[src/rtl/mem_access.sv]
// mem_access: memory-access stage of the 16-bit pipelined core.
//
// Takes the execute stage's outputs and runs LOAD/STORE transactions on the data
// memory over a req/ack handshake. It registers the instruction and the result
// for write-back. While a transaction is outstanding, stall holds the upstream stages.
//
// Ports:
//   clock, reset       clock (rising edge), asynchronous active-low reset
//   state              CPU run state; the stage advances only in `EXEC
//   mem_ir, reg_C      instruction and ALU result (reg_C is the memory address)
//   dw, smdr1          store request and store data
//   d_ack, d_rdata     memory acknowledge pulse and read data
//   d_req, d_we        registered memory request and write enable
//   d_addr, d_wdata    registered address and write data
//   wb_ir, reg_C1      instruction and result to write-back
//   stall              combinational upstream hold
//   mem_err            sticky timeout flag
//
// Optional feature: define MEM_TIMEOUT_EN to abort an access after TIMEOUT
// ACCESS cycles without d_ack. When it is undefined, the stage waits indefinitely
// and mem_err is tied low.

`ifndef EXEC
`define EXEC 1'b1
`endif
`ifndef LOAD
`define LOAD 5'b10000
`endif

module mem_access #(
  parameter int unsigned TIMEOUT = 15
) (
  input  logic        clock,
  input  logic        reset,
  input  logic        state,
  input  logic [15:0] mem_ir,
  input  logic [15:0] reg_C,
  input  logic        dw,
  input  logic [15:0] smdr1,
  input  logic        d_ack,
  input  logic [15:0] d_rdata,
  output logic        d_req,
  output logic        d_we,
  output logic [15:0] d_addr,
  output logic [15:0] d_wdata,
  output logic [15:0] wb_ir,
  output logic [15:0] reg_C1,
  output logic        stall,
  output logic        mem_err
);

  typedef enum logic {StIdle, StAccess} st_e;

  st_e         st_q, st_d;
  logic        d_req_q, d_req_d;
  logic        d_we_q, d_we_d;
  logic [15:0] d_addr_q, d_addr_d;
  logic [15:0] d_wdata_q, d_wdata_d;
  logic [15:0] wb_ir_q, wb_ir_d;
  logic [15:0] reg_c1_q, reg_c1_d;

  logic in_exec;
  logic is_load;
  logic is_mem_op;
  logic issue;
  logic timeout_hit;

  assign in_exec   = (state == `EXEC);
  assign is_load   = (mem_ir[15:11] == `LOAD);
  assign is_mem_op = is_load | dw;
  assign issue     = (st_q == StIdle) && in_exec && is_mem_op;

`ifdef MEM_TIMEOUT_EN
  localparam logic [3:0] TimeoutLast = 4'(TIMEOUT - 1);

  logic [3:0] cnt_q, cnt_d;
  logic       mem_err_q, mem_err_d;

  // cnt_q counts the ACCESS cycles already spent without an ack. The timeout
  // fires in the TIMEOUT-th ACCESS cycle. If d_ack arrives in that cycle, the ack wins.
  assign timeout_hit = (st_q == StAccess) && !d_ack && (cnt_q == TimeoutLast);

  always_comb begin
    cnt_d     = cnt_q;
    mem_err_d = mem_err_q | timeout_hit;
    if (issue) begin
      cnt_d = 4'd0;
    end else if ((st_q == StAccess) && !d_ack) begin
      cnt_d = cnt_q + 4'd1;
    end
  end

  always_ff @(posedge clock or negedge reset) begin
    if (!reset) begin
      cnt_q     <= 4'd0;
      mem_err_q <= 1'b0;
    end else begin
      cnt_q     <= cnt_d;
      mem_err_q <= mem_err_d;
    end
  end

  assign mem_err = mem_err_q;
`else
  logic unused_timeout;
  assign unused_timeout = ^32'(TIMEOUT);
  assign timeout_hit    = 1'b0;
  assign mem_err        = 1'b0;
`endif

  always_comb begin
    st_d      = st_q;
    d_req_d   = d_req_q;
    d_we_d    = d_we_q;
    d_addr_d  = d_addr_q;
    d_wdata_d = d_wdata_q;
    wb_ir_d   = wb_ir_q;
    reg_c1_d  = reg_c1_q;
    unique case (st_q)
      StIdle: begin
        if (in_exec) begin
          if (is_mem_op) begin
            d_req_d   = 1'b1;
            d_we_d    = dw;
            d_addr_d  = reg_C;
            d_wdata_d = dw ? smdr1 : 16'h0000;
            st_d      = StAccess;
          end else begin
            wb_ir_d  = mem_ir;
            reg_c1_d = reg_C;
          end
        end
      end
      StAccess: begin
        // Upstream holds mem_ir/reg_C/dw while stalled, so the issue-time
        // values are still present at completion.
        if (d_ack) begin
          d_req_d  = 1'b0;
          d_we_d   = 1'b0;
          wb_ir_d  = mem_ir;
          reg_c1_d = dw ? reg_C : d_rdata;
          st_d     = StIdle;
        end else if (timeout_hit) begin
          d_req_d  = 1'b0;
          d_we_d   = 1'b0;
          wb_ir_d  = 16'h0000;
          reg_c1_d = 16'h0000;
          st_d     = StIdle;
        end
      end
      default: st_d = StIdle;
    endcase
  end

  always_ff @(posedge clock or negedge reset) begin
    if (!reset) begin
      st_q      <= StIdle;
      d_req_q   <= 1'b0;
      d_we_q    <= 1'b0;
      d_addr_q  <= 16'h0000;
      d_wdata_q <= 16'h0000;
      wb_ir_q   <= 16'h0000;
      reg_c1_q  <= 16'h0000;
    end else begin
      st_q      <= st_d;
      d_req_q   <= d_req_d;
      d_we_q    <= d_we_d;
      d_addr_q  <= d_addr_d;
      d_wdata_q <= d_wdata_d;
      wb_ir_q   <= wb_ir_d;
      reg_c1_q  <= reg_c1_d;
    end
  end

  assign stall = issue || ((st_q == StAccess) && !d_ack && !timeout_hit);

  assign d_req   = d_req_q;
  assign d_we    = d_we_q;
  assign d_addr  = d_addr_q;
  assign d_wdata = d_wdata_q;
  assign wb_ir   = wb_ir_q;
  assign reg_C1  = reg_c1_q;

endmodule

[config.mk]
export PLATFORM = sky130hd
export DESIGN_NAME = mem_access
export DESIGN_NICKNAME = d
export VERILOG_FILES = /design/src/rtl/mem_access.sv
export SDC_FILE = /design/constraint.sdc
export NUM_CORES = 1
export LEC_CHECK = 0
export ABC_AREA = 0
export ABC_CLOCK_PERIOD_IN_PS = 6050
export CAP_MARGIN = 20
export CELL_PAD_IN_SITES_DETAIL_PLACEMENT = 1
export CELL_PAD_IN_SITES_GLOBAL_PLACEMENT = 1
export CORE_MARGIN = 3
export CORE_UTILIZATION = 40
export CTS_CLUSTER_SIZE = 8
export DETAILED_ROUTE_END_ITERATION = 8
export DONT_BUFFER_PORTS = 1
export PLACE_DENSITY = 0.66
export REMOVE_ABC_BUFFERS = 1
export SLEW_MARGIN = 20
export SYNTH_ARGS = -nofsm -noshare
export SYNTH_HDL_FRONTEND = slang
export SYNTH_SLANG_ARGS = --single-unit
[constraint.sdc]
create_clock -name clock -period 6.05 [get_ports clock]
set_clock_uncertainty 0.15 [all_clocks]
set_input_delay 1.21 -clock clock [delete_from_list [all_inputs] [get_ports clock]]
set_output_delay 1.21 -clock clock [all_outputs]
set_load 0.01 [all_outputs]
==> results of run 1 <==
[registers in the layout, indices dropped and copies added (netlist names)]
register / cells
d_addr: 16
d_wdata: 16
d_we: 1
d_req: 1
st_q: 1
wb_ir: 16
reg_C1: 16
[kinds of logic (layout without fill, tap and decap cells)]
group           Yosys count  after routing  synth area share [%]
mux                      80             80                 31.32
flops                    67             67                 56.95
buf+inv                  28             34                 5.567
simple gates             25             25                 4.037
compound gates            6              6                 1.997
other cells               1              1                0.1274
[through the flow]
step / cell area, um2 / power [mW] / worst slack, ns / hold WS, ns
after floorplan: 2844 / 0.8199 / 1.889 / 0.3684
after global placement: 2983 / 0.8638 / 2.616 / 0.4168
after detailed placement: 2983 / 0.8809 / 2.608 / 0.4215
after CTS: 3248 / 1.372 / 2.608 / 0.3910
after global routing: 3248 / 1.421 / 2.583 / 0.3849
final: 3248 / 1.349 / 2.607 / 0.4178
[worst paths after layout]
check / to / slack, ns / depth (start not counted)
max in group asynchronous: d_we / 5.21 / 0
worst max register to register: wb_ir[7] / 3.54 / 3
worst min register to register: d_req / 0.43 / 1
worst min-delay path: d_addr[10] / 0.42 / 0
min in group clock: d_req / 0.43 / 1
worst max-delay path: stall / 2.61 / 3
[per-layer routing]
metal	vias to the layer above	global-route usage (%)
li1	692	-
met3	10	5.989
met5	-	0
met4	0	7.054
met2	80	26.90
met1	804	17.20
[cell usage in the layout, fill, tap and decap left out]
master,instances
clkbuf_8,9
o21ai_4,1
or4_4,1
a2bb2oi_4,1
inv_1,17
clkbuf_1,1
clkinv_4,2
o21ai_0,1
conb_1,1
nand2b_1,2
dfrtp_1,67
nand2_1,18
nand3b_1,2
mux2i_1,16
buf_4,1
or3b_2,1
mux2_2,53
nor2_1,1
mux2_4,11
a21o_1,3
bufinv_16,4
[critical path: stages]
cell and delay, ns:
or4_4 0.55, o21ai_4 0.17, a21o_1 0.15
[area by class of cell]
type	instances	area, um2
Fill cell	713	3734
Sequential cell	67	1677
Multi-Input combinational cell	112	1115
Clock inverter	6	137.6
Clock buffer	10	127.6
Tap cell	96	120.1
Inverter	17	63.81
Timing Repair Buffer	1	7.507
[power groups by stage]
stage	logic, mW	registers (mW)	clock network (mW)
after floorplan	0.150	0.670	0
after global placement	0.164	0.700	0
after detailed placement	0.177	0.704	0
after CTS	0.177	0.697	0.498
after global routing	0.192	0.707	0.521
final	0.173	0.692	0.484
==> metrics, run 1 <==
top-count cell post-synth=dfrtp_1; status=complete, no violations; Int Pwr=0.9836 mW; Worst-Margin Slew=1.023 ns; max-capacitance violation count=0; num ports=137; met2 WL=3388 um; HP Class=input port to asynchronous set/reset pin; number of hold buffers added after cts=0; Gate Count Post-Synth=207; die area=8425 um2; share of layout cells above drive strength 1=39.44%; ant diodes=0; GR Util All Layers=15.70%; Layout Cells excl Fill=309; area leader, netlist=dfrtp_1; CP startpoint=mem_ir[12]; CP startpoint kind=input port; Crit. End Element=output pin; TritonRoute pass-1 iters=4; drt initial violations=53; Warnings, synthesis=0; Post-synth EDFFs=0; commonest cells in the synthesized netlist=dfrtp_1 (67), mux2_2 (53), nand2_1 (18); DP Wirelength=4627 um; RSZ-0062 raised after global routing=false; Clk Latency, worst-skew pair=0.32 ns; ys flop type=dfrtp_1; M1 WL=2377 um; area of the mapped netlist=2944 um2; DP Cell Count=293; worst endpoint required time=4.69 ns; sequential element share of the synthesized area=56.95%; arrival time at the worst endpoint=2.08 ns; wire length per cell=20.94 um; Avg Inst Size Synth=14.22 um2; final worst-path cycle share=56.91%; nets=277; Clk pwr share=35.9%; Post-synth ARST share=100.0%; relative slew slack=31.54%; Worst VDD drop=0.0002192 V; DRT Wirelength=6469 um; Leak Pwr=1.423 nW; uppermost layer routed=met4; DR WL met3=607 um; sw power=0.3654 mW; PortBufs=0; area delta synth->final=10.33%; Pwr per Cell Area=415.3 nW/um2; Slew Limit Fails=0; Finish-stage setup viols=0; Remaining Overflow, GRT=0; Root Driver=clkbuf_8; antenna violations before repair=0; endpoints failing hold=0; Worst Path Max Fanout=3; vias in the first global route=1,867; postcts setup bufs=0; Post-CTS Resized=0; TritonCTS clock tree=yes; Final min period=3.443 ns; Worst-path clk slew=0.07 ns; switch share=27.09%; RePlAce Congestion=0.6880; DRC Markers=0; Num CTS Buffers=9; site row count=30; chip width=91.79 um; routed via count=1,586; CP Class=input port to output pin; synth top area cells=dfrtp_1 (57%), mux2_2 (20%), mux2_4 (5.6%); reg2reg start=st_q; #FFs+latches synth=67; number of vias per cell=5.133; antenna viol nets, final=0; Fmax=290.4 MHz; clk sinks=67; core area=6982 um2; Reg power frac=51.3%; Yosys cell types=21; Die Y=91.79 um; utilization after layout=46.52%; top cell type's share of synthesized area=56.95%; largest net degree at the start of global routing=68; CTS max path bufs=2; H-tree depth=3; Comb pwr share=12.8%; initial core utilization=42.17%; setup TNS=0 ns; first-pass GRT wire length=10,150 um
(Power assumes the default switching activity.)
==> run 2, diff against run 1 <==
Settings changed: ABC_CLOCK_PERIOD_IN_PS 6050 to 3200.
Clock period 6.05 ns to 3.2 ns, I/O delays scaled along.
==> metrics, run 2 (same netlist as run 1, synthesis figures left out) <==
status=complete, no violations; number of vias per cell=5.247 (+2.2%); max-capacitance violation count=0 (unchanged); leading cell type in the layout, fill and taps excluded=dfrtp_1; final worst-path cycle share=79.10%; vias in the first global route=1,886 (+1.0%); Worst-path clk slew=0.08 ns (about the same); TritonRoute pass-1 iters=4 (unchanged); die area=8425 um2 (unchanged); postcts setup bufs=0 (unchanged); antenna violations before repair=0 (unchanged); worst endpoint required time=2.41 ns (-2.28 ns); relative slew slack=44.56% (+13 points); Remaining Overflow, GRT=0 (unchanged); DRT Wirelength=6720 um (+3.9%); RePlAce Congestion=0.7121 (+3.5%); Fmax=395.1 MHz; arrival time at the worst endpoint=1.74 ns (-0.34 ns); CP startpoint kind=register; reg2reg start=st_q; GR Util All Layers=16.54% (+0.84 points); Die Y=91.79 um (unchanged); antenna viol nets, final=0 (unchanged); RSZ-0062 raised after global routing=false; share of layout cells above drive strength 1=40.74% (+1.3 points); site row count=30 (unchanged); hold slack=0.04110 ns (-0.3767 ns); fillers=722 (+1.3%); Final min period=2.531 ns; routed via count=1,637 (+3.2%); DP Wirelength=4901 um (+5.9%); chip width=91.79 um (unchanged); Worst-Margin Slew=0.8316 ns (-0.1917 ns); DRC Markers=0 (unchanged); Crit. End Element=output pin; Slew Limit Fails=0 (unchanged); initial core utilization=42.17% (unchanged); largest net degree at the start of global routing=68 (unchanged); ant diodes=0 (unchanged); Leak Pwr=1.448 nW (+1.7%); drt initial violations=24 (-55%); TritonCTS clock tree=yes; setup TNS=0 ns (unchanged); CTS max path bufs=2 (unchanged); Clk Latency, worst-skew pair=0.33 ns (about the same); first-pass GRT wire length=10,790 um (+6.3%); Finish-stage setup viols=0 (unchanged); FF-to-FF End=d_addr[13]; H-tree depth=3 (unchanged); Pwr per Cell Area=778.4 nW/um2 (+87%); r2r setup slk=0.95 ns (-2.59 ns); area delta synth->final=11.60%; wire length per cell=21.54 um (+2.9%); PortBufs=0 (unchanged); nets=280 (+1.1%); R2R depth=4 (+1); core area=6982 um2 (unchanged); HP Class=input port to asynchronous set/reset pin; Worst Path Max Fanout=7 (+4); num ports=137 (unchanged); Root Driver=clkbuf_8; clk sinks=67 (unchanged); CP Class=register to output pin; Num CTS Buffers=9 (unchanged); Worst VDD drop=0.0003264 V (+49%); commonest non-fill, non-tap cells in the layout=dfrtp_1 (67), mux2_2 (53), nand2_1 (18), inv_1 (17), mux2i_1 (16); endpoints failing hold=0 (unchanged)
==> run 2: worst max path at each step <==
stage | start | to | slack, ns | cells after the start
floorplan | mem_ir[12] | stall | 0.18 | 3
global placement | mem_ir[12] | d_addr[3] | 0.84 | 4
detailed placement | mem_ir[12] | d_addr[3] | 0.80 | 4
CTS | st_q | stall | 0.65 | 3
global route | st_q | stall | 0.60 | 3
finish | st_q | stall | 0.67 | 3
==> run 2: per-layer routing <==
layer	up-vias	share of wire [%]	GRT usage, %
li1	701	-	-
met4	0	1.8	7.302
met3	11	9.9	6.645
met1	844	35	17.79
met2	81	53	28.55
met5	-	0	0
==> run 2: layout make-up <==
type / instances / area [um2] / share of cell area (%)
inverters: 17 / 63.81 / 1.942
well taps: 96 / 120.1 / 3.656
repair buffers: 4 / 50.05 / 1.523
multi-input cells: 112 / 1115 / 33.93
flip-flops and latches: 67 / 1677 / 51.03
clock buffers: 12 / 165.2 / 5.027
clock inverters: 4 / 95.09 / 2.894
==> run 2: stage by stage <==
| step | setup slack (ns) | total power, mW | area (um2) | instances | util (%) |
|---|---|---|---|---|---|
| floorplan | 0.1788 | 1.550 | 2844 | 196 | - |
| global placement | 0.8358 | 1.637 | 2998 | 295 | 42.94 |
| detailed placement | 0.7958 | 1.674 | 2998 | 295 | 42.94 |
| CTS | 0.6519 | 2.602 | 3286 | 312 | 47.06 |
| global route | 0.6002 | 2.687 | 3286 | 312 | 47.06 |
| finish | 0.6688 | 2.557 | 3286 | 312 | 47.06 |
==> run 2: timing repair <==
item / in CTS / in global routing
hold endpoints to repair: 67 / 0
hold buffers: 1 / 0
gates resized for setup: 0 / 0
setup endpoints to repair: 0 / 0
==> run 2: report_power, final <==
group | internal (mW) | switching, mW | total [mW]
logic | 0.213 | 0.138 | 0.351
clock network | 0.580 | 0.312 | 0.893
registers | 1.05 | 0.261 | 1.31
==> run 2: critical path: stages, from the launching register on <==
cell     delay (ns)
dfrtp_1        0.45
or4_4          0.61
o21ai_4        0.18
a21o_1         0.17
==> run 3, diff against run 2 <==
Settings changed: ABC_CLOCK_PERIOD_IN_PS 3200 to 2300, PLACE_DENSITY 0.66 to 0.68.
Clock period 3.2 ns to 2.3 ns, I/O delays scaled along.
==> metrics, run 3 (same netlist as run 1, synthesis figures left out) <==
status=complete, no violations; wire length per cell=19.62 um (-8.9%); Remaining Overflow, GRT=0 (unchanged); first-pass GRT wire length=9832 um (-8.9%); vias in the first global route=1,837 (-2.6%); Finish-stage setup viols=0 (unchanged); Placed Area=3033 um2 (+1.2%); ant diodes=0 (unchanged); DRT Wirelength=6220 um (-7.4%); Leak Pwr=1.467 nW (+1.3%); PortBufs=0 (unchanged); arrival time at the worst endpoint=1.57 ns (-0.17 ns); drt initial violations=36 (+50%); nets=285 (+1.8%); final worst-path cycle share=94.88%; HP Class=input port to register; GR Util All Layers=15.34% (-1.2 points); RSZ-0062 raised after global routing=false; CP Class=register to output pin; chip width=91.79 um (unchanged); Hold Path Depth=2; Slew Limit Fails=0 (unchanged); Die Y=91.79 um (unchanged); reg2reg start=st_q; DP Cell Count=298 (+1.0%); worst hold start=smdr1[14]; R2R depth=5 (+1); DP Wirelength=4529 um (-7.6%); Pwr per Cell Area=1055 nW/um2 (+36%); Fmax=458.2 MHz; core area=6982 um2 (unchanged); H-tree depth=3 (unchanged); r2r setup slk=0.24 ns (-0.71 ns); area delta synth->final=13.09%; RePlAce Congestion=0.7487 (+5.1%); Sequential Area=1678 um2 (about the same); setup ws final=0.1178 ns (-0.5510 ns); endpoints failing hold=0 (unchanged); Layout Cells excl Fill=317 (+1.6%); DP Worst Slack=0.1571 ns (-0.6387 ns); Clk Latency, worst-skew pair=0.34 ns (about the same); CP startpoint kind=register; largest net degree at the start of global routing=68 (unchanged); clk sinks=67 (unchanged); Worst VDD drop=0.0003581 V (+9.7%); die area=8425 um2 (unchanged); commonest non-fill, non-tap cells in the layout=dfrtp_1 (66), mux2_2 (53), nand2_1 (18), inv_1 (17), mux2i_1 (16); share of layout cells above drive strength 1=42.08% (+1.3 points); fillers=700 (-3.0%); area of the multi-input gates=1115 um2 (unchanged); final instance area=3329 um2 (+1.3%); max-capacitance violation count=0 (unchanged); antenna viol nets, final=0 (unchanged); Final min period=2.182 ns; routed via count=1,620 (-1.0%); TritonRoute pass-1 iters=6 (+2); number of vias per cell=5.110 (-2.6%); Hold Path Sink=d_wdata[14]; TritonCTS clock tree=yes; num ports=137 (unchanged); FF-to-FF End=d_addr[0]; Pwr Total=3.514 mW (+37%); leading cell type in the layout, fill and taps excluded=dfrtp_1; Crit. End Element=output pin; DRC Markers=0 (unchanged); site row count=30 (unchanged); Num CTS Buffers=9 (unchanged); worst endpoint required time=1.69 ns (-0.72 ns); Worst Path Max Fanout=7 (unchanged); initial core utilization=42.17% (unchanged); Root Driver=clkbuf_8; antenna violations before repair=0 (unchanged); Worst-path clk slew=0.07 ns (about the same); CTS max path bufs=2 (unchanged)
-- run 3: worst max-delay path by stage --
stage | start | to
after CTS | st_q | stall
after global placement | st_q | d_addr[15]
after detailed placement | st_q | d_addr[15]
final | st_q | stall
after floorplan | mem_ir[12] | stall
after global routing | st_q | stall
-- run 3: worst max-delay path, cell delays in order, from the launching register on --
cell and delay (ns):
dfrtp_2 0.45, or4_4 0.47, o21ai_4 0.15, a21o_1 0.16
-- run 3: report_power, final --
group / total [mW] / switching, mW / internal [mW]
Combinational: 0.494 / 0.186 / 0.308
Sequential: 1.81 / 0.349 / 1.46
Clock: 1.21 / 0.455 / 0.751
-- run 3: cell type report --
class / count / area share, %
clock inverters: 6 / 3.382
multi-input cells: 112 / 33.48
repair buffers: 9 / 3.082
inverters: 17 / 1.917
clock buffers: 10 / 4.134
well taps: 96 / 3.608
flip-flops and latches: 67 / 50.39
-- run 3: what timing repair did --
action | 4_1_cts | 5_1_grt
endpoints found under the hold margin | 67 | 0
setup endpoints to repair | 1 | 0
buffers inserted | 1 | 0
hold buffers | 2 | 0
gates resized for setup | 1 | 0
-- run 3: per-layer routing --
metal | track usage (%) | wire length [um]
met1 | 16.77 | 2317
met2 | 24.95 | 3116
met3 | 7.383 | 700
met4 | 7.426 | 85
met5 | 0 | 0
-- run 3: metrics by stage --
| step | setup TNS, ns | hold WS, ns | utilization (%) |
|---|---|---|---|
| 4_1_cts | 0 | 0.08085 | 47.69 |
| 2_1_floorplan | -12.48 | 0.01441 | - |
| 5_1_grt | 0 | 0.08521 | 47.69 |
| 6_report | 0 | 0.1019 | 47.69 |
| 3_3_place_gp | 0 | 0.01610 | 43.44 |
| 3_5_place_dp | 0 | 0.01580 | 43.44 |
